[src/rtl/mm_pkg.sv]
// mm_pkg: shared state encoding, mode constants and word-count helper for the PE scheduler
//   words_of(mode) : operand word count N = 256 >> mode
package mm_pkg;
  typedef enum logic [2:0] {ST_IDLE, ST_LOAD, ST_RUN, ST_DRAIN, ST_DONE} state_t;
  localparam logic [1:0] MODE_4096 = 2'b00;
  localparam logic [1:0] MODE_2048 = 2'b01;
  localparam logic [1:0] MODE_1024 = 2'b10;
  localparam logic [1:0] MODE_512  = 2'b11;
  localparam int NUM_PIPELINE_DEF = 12;
  function automatic logic [8:0] words_of(input logic [1:0] m);
    return 9'd256 >> m;
  endfunction
endpackage

[src/rtl/mm_word_cnt.sv]
// mm_word_cnt: clear/enable counter that wraps to zero after reaching its terminal value
//   clk, rstn : clock, async active-low reset
//   clr       : synchronous clear (wins over en)
//   en        : advance one step
//   last      : terminal value; an enabled step at last returns to zero
//   cnt       : current count
module mm_word_cnt #(
  parameter int W = 8
) (
  input  logic         clk,
  input  logic         rstn,
  input  logic         clr,
  input  logic         en,
  input  logic [W-1:0] last,
  output logic [W-1:0] cnt
);
  logic [W-1:0] cnt_q, cnt_d;
  always_comb cnt_d = clr ? '0 : !en ? cnt_q : (cnt_q == last) ? '0 : cnt_q + 1'b1;
  always_ff @(posedge clk or negedge rstn)
    if (!rstn) cnt_q <= '0;
    else cnt_q <= cnt_d;
  assign cnt = cnt_q;
endmodule

[src/rtl/mm_pe_sched.sv]
// mm_pe_sched: sequences X-word loads, Y/M-word streams and pipeline drain for the Montgomery PE chain
//   clk, rstn          : clock, async active-low reset
//   req, abort, mode   : request (level), cancel, operand size (00=4096 .. 11=512 bit)
//   gnt, busy, done    : accept pulse, operation in flight, completion pulse
//   pe_start, pe_mode  : chain start level and latched mode
//   x_rd/x_addr/x_last : outer-loop X word read
//   ym_rd/ym_addr/ym_last : inner-loop Y/M word read
module mm_pe_sched
  import mm_pkg::*;
#(
  parameter int NUM_PIPELINE = NUM_PIPELINE_DEF,
  parameter int ADDR_W       = 8
) (
  input  logic              clk,
  input  logic              rstn,
  input  logic              req,
  input  logic              abort,
  input  logic [1:0]        mode,
  output logic              gnt,
  output logic              busy,
  output logic              pe_start,
  output logic [1:0]        pe_mode,
  output logic              x_rd,
  output logic [ADDR_W-1:0] x_addr,
  output logic              x_last,
  output logic              ym_rd,
  output logic [ADDR_W-1:0] ym_addr,
  output logic              ym_last,
  output logic              done
);
  localparam int DW = $clog2(NUM_PIPELINE + 1);
  state_t state_q, state_d;
  logic [1:0] mode_q, mode_d;
  logic [ADDR_W-1:0] i_cnt, j_cnt, last;
  logic [DW-1:0] d_cnt;
  logic accept, clr, i_en, j_en, d_en, i_tc, j_tc, d_tc;
  assign last   = ADDR_W'(words_of(mode_q) - 9'd1);
  assign i_tc   = i_cnt == last;
  assign j_tc   = j_cnt == last;
  assign d_tc   = d_cnt == DW'(NUM_PIPELINE - 1);
  assign accept = state_q == ST_IDLE && req && !abort;
  assign clr    = state_q == ST_IDLE || abort;
  assign j_en   = state_q == ST_RUN;
  // i holds at N-1 on the final row so it never wraps; IDLE clears it
  assign i_en   = j_en && j_tc && !i_tc;
  assign d_en   = state_q == ST_DRAIN;
  mm_word_cnt #(.W(ADDR_W)) u_i (.clk(clk), .rstn(rstn), .clr(clr), .en(i_en), .last(last), .cnt(i_cnt));
  mm_word_cnt #(.W(ADDR_W)) u_j (.clk(clk), .rstn(rstn), .clr(clr), .en(j_en), .last(last), .cnt(j_cnt));
  mm_word_cnt #(.W(DW)) u_d (.clk(clk), .rstn(rstn), .clr(clr), .en(d_en), .last(DW'(NUM_PIPELINE - 1)), .cnt(d_cnt));
  always_comb begin
    state_d = state_q;
    mode_d  = accept ? mode : mode_q;
    case (state_q)
      ST_IDLE:  state_d = accept ? ST_LOAD : ST_IDLE;
      ST_LOAD:  state_d = ST_RUN;
      ST_RUN:   state_d = !j_tc ? ST_RUN : i_tc ? ST_DRAIN : ST_LOAD;
      ST_DRAIN: state_d = d_tc ? ST_DONE : ST_DRAIN;
      default:  state_d = ST_IDLE;
    endcase
    if (abort) state_d = ST_IDLE;
  end
  always_ff @(posedge clk or negedge rstn)
    if (!rstn) begin
      state_q <= ST_IDLE;
      mode_q  <= '0;
    end else begin
      state_q <= state_d;
      mode_q  <= mode_d;
    end
  assign busy     = state_q != ST_IDLE;
  assign pe_start = state_q inside {ST_LOAD, ST_RUN, ST_DRAIN};
  assign pe_mode  = mode_q;
  assign x_rd     = state_q == ST_LOAD;
  assign x_addr   = x_rd ? i_cnt : '0;
  assign x_last   = x_rd && i_tc;
  assign gnt      = x_rd && i_cnt == '0;
  assign ym_rd    = state_q == ST_RUN;
  assign ym_addr  = ym_rd ? j_cnt : '0;
  assign ym_last  = ym_rd && j_tc;
  assign done     = state_q == ST_DONE;
endmodule

[config.mk]
export PLATFORM = sky130hd
export DESIGN_NAME = mm_pe_sched
export DESIGN_NICKNAME = d
export VERILOG_FILES = /design/src/rtl/mm_pkg.sv /design/src/rtl/mm_word_cnt.sv /design/src/rtl/mm_pe_sched.sv
export SDC_FILE = /design/constraint.sdc
export NUM_CORES = 1
export LEC_CHECK = 0
export CAP_MARGIN = 10
export CORE_UTILIZATION = 55
export CTS_CLUSTER_DIAMETER = 80
export DETAILED_ROUTE_END_ITERATION = 8
export GPL_ROUTABILITY_DRIVEN = 0
export PLACE_DENSITY_LB_ADDON = 0.1
export SLEW_MARGIN = 0
export SYNTH_ARGS = -nofsm -noshare
export SYNTH_HDL_FRONTEND = slang
export SYNTH_SLANG_ARGS = --single-unit
[constraint.sdc]
create_clock -name clk -period 5.42 [get_ports clk]
set_input_delay 1.084 -clock clk [delete_from_list [all_inputs] [get_ports clk]]
set_output_delay 1.084 -clock clk [all_outputs]
set_load 0.01 [all_outputs]
Word-level counts from Yosys, hierarchy flattened
Cells that the tools add are included.

word-level totals
  logic and storage cells = 50
  bits in registers = 25
  input port bits = 6
  output and inout port bits = 26

cells by class
  reduce and logical (&&, ||, !) cells = 16
  muxes and demuxes = 17
  add/sub/neg operators = 4
  shift operators = 1
  equal/unequal tests = 7

operators by type and width
  cell                 count
  $mux 8               8
  $add 8x1->8 const B  2
  $eq 8x8->1           2
  $mux 4               3
  $pmux 3 s4           1
  $shr 9x2->8 const A  1
  $logic_not 8->1      1
  $sub 8x1->8 const B  1
  $eq 3x2->1 const B   2
  $logic_and 1x1->1    6
  $mux 3               2
  $reduce_bool 2->1    3
  $reduce_bool 3->1    2
  $add 4x1->4 const B  1
  $eq 4x4->1 const B   1
  $mux 2               2
  $eq 3x1->1 const B   1
  $eq 3x3->1 const B   1
  $logic_not 3->1      1
  $logic_not 1->1      2
  $logic_or 1x1->1     1
  $mux 1               1

Depth between registers and ports, before layout
Gate-level depths: netlist (run 1).

  word-level depth = 7
  mapped depth = 6
  depth with buffers taken out = 6

By module
Synthesis (run 1) repeated with hierarchy kept, for this count alone.

unflattened totals
  cell total of the unflattened synthesis = 205
  area, all modules = 1928.1 sq um

modules (own cells, without submodules)
  module                  cells an instance  instances  area each (sq um)  seq. area each (sq um)
  mm_word_cnt at u_i ...  52                 2          536.8              200.2
  mm_pe_sched             74                 1          579.3              125.1
  mm_word_cnt at u_d      27                 1          275.3              100.1

Least setup slack after synthesis (run 1)
Ideal clock, no wire load.

  path kind = flip-flop to output port
  start = register state_q[2]
  end = output port ym_addr[0]
  cell stages (with the launch flop) = 6
  arrival = 1.603 ns
  path slack = 2.733 ns
  path buffers = 2
  data required time = 4.336 ns
  cells stage by stage = dfrtp_1 > or3b_1 > clkbuf_1 > inv_1 > clkbuf_1 > and2_1

on the way
  cells in the longest elaborated chain, start to end = 2

RTL lines
  item                    line               text
  start, declared         mm_pe_sched.sv:32  state_t state_q, state_d;
  start signal, assigned  mm_pe_sched.sv:67  state_q <= state_d;
  $eq 3x2->1              mm_pe_sched.sv:77  assign ym_rd = state_q == ST_RUN;
  named net ym_rd         mm_pe_sched.sv:26  output logic ym_rd,
  $mux 8                  mm_pe_sched.sv:78  assign ym_addr = ym_rd ? j_cnt : '0;
  end, declared           mm_pe_sched.sv:27  output logic [ADDR_W-1:0] ym_addr,

The timed path passes the listed nets, and every way through them passes these cells.

Final worst setup path (run 1)
  start = register state_q[0]
  end = output port ym_addr[3]

on the way
  cells in the longest elaborated chain, start to end = 2

RTL lines
  item        line
  $eq 3x2->1  mm_pe_sched.sv:77
  $mux 8      mm_pe_sched.sv:78

No other way between the ends.

==> results by group, run 1 <==
Outcome
  • Run status: finished clean

Yosys
  • Synth Area in Adders: 0.0316
  • Asr flop ratio synth: 1.00
  • Ys flop type: dfrtp_1
  • Post-synthesis mux area share: 0.0277
  • Synth Area in Compound Gates: 0.159
  • Synth Net Count: 192
  • Seq/Total Area, Yosys: 0.396
  • Synth Register Bits: 25
  • Yosys cell types: 42
  • Netlist Area Pre-Place: 0.00158 mm^2
  • Post-synthesis xor/xnor area fraction: 0.0388
  • Largest family of logic cells by synthesized area: simple AND/OR/NAND/NOR gates
  • Avg Cell Area, Syn: 8.69 um^2
  • Synth warn: 0
  • Synth Area in Simple Gates: 0.316
  • Number of flops mapped to enable cells by yosys: 0
  • Syn Inst Count: 182

STA
  • Fmax: 287 MHz
  • Skew final: 6.94 ps
  • Slew @ Worst Pin: 746 ps
  • RSZ-0062 raised after global routing: false
  • Final setup viols: 0
  • Hold Violations, Final: 0
  • Crit share post-route: 0.644
  • Tmin final: 3490 ps
  • Slew Limit Fails: 0
  • Max-slew headroom: 0.500
  • Post-Route Setup TNS: 0 ps

Worst hold path
  • Hold crit path type: reg -> reg
  • Hold depth: 1

Clocking
  • H-tree depth: 1
  • CTS Buffer Depth: 2
  • Hold Buf Count CTS: 0
  • # resized after CTS: 0
  • Root Buffer: clkbuf_4
  • Clock latency on the worst-skew pair: 320 ps
  • CTS tree: built
  • CTS buffer count: 3
  • CTS clk-pin slew, worst paths: 140 ps
  • Post-CTS Repair Setup Buffers: 0
  • CTS Sinks: 25

Placed design
  • Area of placed instances: 0.00191 mm^2
  • DP Wirelength: 2630 um
  • Port Buffers: 31

Critical path
  • Crit-path cells: or3b_1 -> inv_1 -> and2_1 -> clkdlybuf4s50_1
  • WP data arrival: 2400 ps
  • Buf/Inv on CP: 2
  • Crit path max-delay family: buffers and inverters
  • CP peak stage delay: 540 ps
  • Reg2Reg Depth: 5
  • Nature of the critical path endpoint: primary output
  • Slowest cell on crit path: or3b_1
  • Crit path depth: 4
  • Max Fanout on Critical Path: 14
  • Critical path type: reg -> out
  • CP required: 4340 ps
  • CP Launch Type: flip-flop

Pwr
  • Clk pwr share: 0.248
  • Net Sw Frac: 0.278
  • Combinational group share of total power: 0.170
  • VDD IR max: 0.179 mV
  • Part of the power in registers: 0.583
  • NetSw: 95.1 uW
  • Static leakage: 0.000795 uW
  • Pwr/cell area: 174 mW/mm^2
  • Pint: 247 uW

Final layout
  • Share of cells above drive strength 1: 0.0425
  • Multi-input logic area: 906 um^2
  • P&R area growth vs syn: 24.0%
  • Final Net Count: 223
  • Utilization after layout: 0.717
  • N_diodes: 0
  • Register area: 626 um^2
  • Commonest non-fill, non-tap cell in the layout: clkdlybuf4s50_1
  • # fillers: 212
  • Final Instance Area: 0.00196 mm^2
  • Commonest non-fill, non-tap cells in the layout: clkdlybuf4s50_1, dfrtp_1, nor2_1

GRT
  • Pin count of the biggest net entering global routing: 26
  • Global-route wire length before repair: 6580 um
  • Vias in the first global route: 1364
  • GRT Residual Overflow: 0
  • Gr usage total: 0.265
  • Initial antenna violation count: 0

Routing
  • Via Count: 1458
  • DR WL/cell: 15.8 um
  • Number of iterations in the first detailed-routing pass: 4
  • Antenna-violating nets left: 0
  • Routed WL: 3850 um
  • # DRC: 0
  • Drt via density: 6.00
  • Initial drt markers: 46

Die
  • Core area: 0.00273 mm^2
  • Cell Rows: 19
  • Die height: 55.6 um
  • Starting Density: 0.578
  • # IOs: 32
  • Die width: 55.6 um
  • DIE AREA: 0.00309 mm^2

Flow run
  • Max cap viols: 0
-- per-stage QoR --
stage | total power [uW] | hold slack [ps] | cells | setup WS, ps
after detailed placement | 258 | 548 | 238 | 2330
final | 342 | 574 | 243 | 1930
after floorplan | 233 | 506 | 182 | 2730
after global routing | 356 | 600 | 243 | 1800
after CTS | 341 | 581 | 242 | 1940
after global placement | 256 | 534 | 238 | 2350
-- power groups by stage --
stage | logic, uW | registers [uW] | clock network [uW]
2_1_floorplan | 33.5 | 199 | 0
6_report | 58.0 | 199 | 84.7
3_5_place_dp | 55.3 | 203 | 0
4_1_cts | 55.7 | 199 | 85.8
5_1_grt | 64.2 | 201 | 91.5
3_3_place_gp | 54.2 | 202 | 0
-- path summary, 6_finish.rpt --
kind | start | to | slack (ps)
max | state_q[0] | ym_addr[3] | 1930
min reg2reg | u_j.cnt[3] | u_j.cnt[3] | 570
min in group asynchronous | rstn | u_i.cnt[2] | 1100
max in group asynchronous | rstn | u_i.cnt[1] | 3870
min | u_j.cnt[3] | u_j.cnt[3] | 570
max reg2reg | state_q[0] | u_j.cnt[5] | 3150
-- kinds of logic (layout without fill, tap and decap cells) --
logic type,after synthesis,count (layout)
simple gates,91,91
mux,4,4
compound gates,38,38
flops,25,25
xor+xnor,7,7
buf+inv,13,43
fa+ha+maj,4,4
-- cell usage after synthesis (3+ instances only) --
cell type  count  area share
ha_1           4       0.032
nor2_1        19       0.045
dfrtp_1       25        0.40
mux2_2         3       0.021
nand4b_1       4       0.022
xor2_1         7       0.039
or3_1          4       0.016
nand2_1       17       0.040
nand4_1        3       0.012
and3_1         8       0.032
clkbuf_1       5       0.012
and2_1        13       0.051
nand3_1        7       0.022
nor3_1         3      0.0095
inv_1          7       0.017
o21ai_0        9       0.028
a21oi_1       14       0.044
-- flip-flops by register name, summed over array words and instances (netlist names) --
signal and flops:
u_i.cnt 8, pe_mode 2, state_q 3, u_j.cnt 8
u_d.cnt 4
-- worst register-to-register path: stages (launching register included) --
cell and delay (ps):
dfrtp_1 500, or3b_1 540, inv_1 310, o21ai_1 240, or4_1 460, a21oi_1 150
-- routing by layer --
metal | track usage | up-vias | routed length, um
li1 | - | 709 | -
met1 | 0.359 | 686 | 1720
met2 | 0.439 | 55 | 1830
met3 | 0.0419 | 8 | 233
met4 | 0.0786 | 0 | 59
met5 | 0 | - | 0
-- layout make-up --
| class | instances | share of cell area |
|---|---|---|
| multi-input cells | 144 | 0.462 |
| inverters | 7 | 0.0134 |
| well taps | 31 | 0.0198 |
| flip-flops and latches | 25 | 0.319 |
| repair buffers | 32 | 0.172 |
| clock buffers | 4 | 0.0134 |
Power figures use the tool's default switching activity.
==> inputs of run 2 (changes only) <==
--- a/config.mk
+++ b/config.mk
@@ -6,7 +6,7 @@
 export NUM_CORES = 1
 export LEC_CHECK = 0
 export CAP_MARGIN = 10
-export CORE_UTILIZATION = 55
+export CORE_UTILIZATION = 46
 export CTS_CLUSTER_DIAMETER = 80
 export DETAILED_ROUTE_END_ITERATION = 8
 export GPL_ROUTABILITY_DRIVEN = 0
==> constraint.sdc (replaced) <==
create_clock -name clk -period 3.2 [get_ports clk]
set_input_delay 0.64 -clock clk [delete_from_list [all_inputs] [get_ports clk]]
set_output_delay 0.64 -clock clk [all_outputs]
set_load 0.01 [all_outputs]
==> results by group, run 2 (synthesized netlist as in run 1, its figures left out) <==
Outcome
  • Run status: finished clean

Routing
  • Via Count: 1440
  • DR WL/cell: 14.0 um
  • Routed WL: 3620 um
  • Initial drt markers: 78
  • Number of iterations in the first detailed-routing pass: 4
  • # DRC: 0
  • Drt via density: 5.58
  • Antenna-violating nets left: 0

Critical path
  • Critical path type: reg -> out
  • Reg2Reg Depth: 4
  • Worst r2r dst: u_i.cnt[3]
  • R2r startpoint: state_q[2]
  • Nature of the critical path endpoint: primary output
  • WP data arrival: 2330 ps
  • Internal reg-to-reg setup slack: 960 ps
  • Max Fanout on Critical Path: 14
  • CP required: 2560 ps
  • CP Launch Type: flip-flop

Clocking
  • CTS Buffer Depth: 2
  • H-tree depth: 1
  • CTS buffer count: 3
  • CTS tree: built
  • Root Buffer: clkbuf_4
  • Clock latency on the worst-skew pair: 320 ps
  • CTS Sinks: 25
  • Post-CTS Repair Setup Buffers: 0
  • CTS clk-pin slew, worst paths: 140 ps

STA
  • Post-Route Setup TNS: 0 ps
  • Final setup viols: 0
  • RSZ-0062 raised after global routing: false
  • Hold Violations, Final: 0
  • Setup WS post-layout: 228 ps
  • Tmin final: 2970 ps
  • Slew @ Worst Pin: 552 ps
  • Fmax: 336 MHz
  • Worst Hold Slack: 588 ps
  • Crit share post-route: 0.929
  • Slew Limit Fails: 0
  • Skew final: 4.03 ps
  • Max-slew headroom: 0.629

Final layout
  • N_diodes: 0
  • Commonest non-fill, non-tap cells in the layout: clkdlybuf4s50_1, dfrtp_1, nor2_1
  • Commonest non-fill, non-tap cell in the layout: clkdlybuf4s50_1
  • Share of cells above drive strength 1: 0.0561
  • Utilization after layout: 0.627
  • # fillers: 300
  • P&R area growth vs syn: 24.9%
  • Final Net Count: 225

Pwr
  • Static leakage: 0.000787 uW
  • Pwr/cell area: 294 mW/mm^2
  • VDD IR max: 0.167 mV

Placed design
  • Port Buffers: 31
  • Dpl ws: 514 ps
  • DP Wirelength: 2710 um

Die
  • Starting Density: 0.502
  • Cell Rows: 20
  • Die width: 60.6 um
  • Die height: 60.6 um
  • DIE AREA: 0.00368 mm^2
  • # IOs: 32
  • Core area: 0.00315 mm^2

Worst hold path
  • WHS Endpoint: u_d.cnt[1]
  • Hold crit path type: reg -> reg
  • Min-Delay Startpoint: u_d.cnt[1]
  • Hold depth: 2

GRT
  • Global-route wire length before repair: 5920 um
  • Pin count of the biggest net entering global routing: 26
  • Vias in the first global route: 1274
  • GRT Residual Overflow: 0
  • Initial antenna violation count: 0
  • Gr usage total: 0.220

Flow run
  • Max cap viols: 0
## run 2: critical path, cell delays in order (launching register included)
cell,delay [ps]
dfrtp_1,480
or3b_1,580
clkinvlp_4,250
and2_1,170
clkdlybuf4s50_1,530
## run 2: power breakdown
part	switching [uW]	internal (uW)	leakage, uW
logic	51.8	48.3	0.000427
registers	13.8	322	0.000344
clock network	95.5	48.8	0.0000150
total	161	420	0.000787
## run 2: metrics by stage
| stage | cell area, um^2 | std cells | power, uW |
|---|---|---|---|
| after global routing | 1980 | 258 | 616 |
| after CTS | 1970 | 258 | 586 |
| after detailed placement | 1950 | 254 | 442 |
| after global placement | 1950 | 254 | 440 |
| final | 1980 | 258 | 581 |
| after floorplan | 1580 | 182 | 395 |
## run 2: repair_timing
item / CTS / global route
hold buffers: 0 / 0
gates resized for setup: 0 / 1
endpoints found under the setup margin: 0 / 2
## run 2: cell type report
| type | instances | area, um^2 | area share |
|---|---|---|---|
| Multi-Input combinational cell | 144 | 906 | 0.459 |
| Clock buffer | 4 | 26.3 | 0.0133 |
| Sequential cell | 25 | 626 | 0.317 |
| Timing Repair Buffer | 34 | 333 | 0.168 |
| Tap cell | 44 | 55.1 | 0.0279 |
| Inverter | 7 | 30.0 | 0.0152 |
## run 2: layer usage
layer  vias to the layer above  GRT usage  wire length (um)
met5                         -          0                 0
met4                         0     0.0779                41
met3                         4     0.0213               123
met2                        31      0.374              1780
met1                       690      0.292              1670
li1                        715          -                 -
## run 2: worst max path at each step
stage / startpoint / endpoint / slack (ps) / depth (start not counted)
2_1_floorplan: state_q[2] / ym_addr[0] / 960 / 5
3_3_place_gp: state_q[0] / ym_addr[3] / 570 / 4
3_5_place_dp: state_q[0] / ym_addr[3] / 510 / 4
4_1_cts: state_q[0] / ym_addr[3] / 150 / 4
5_1_grt: state_q[2] / gnt / 40 / 6
6_report: state_q[2] / ym_addr[3] / 230 / 4
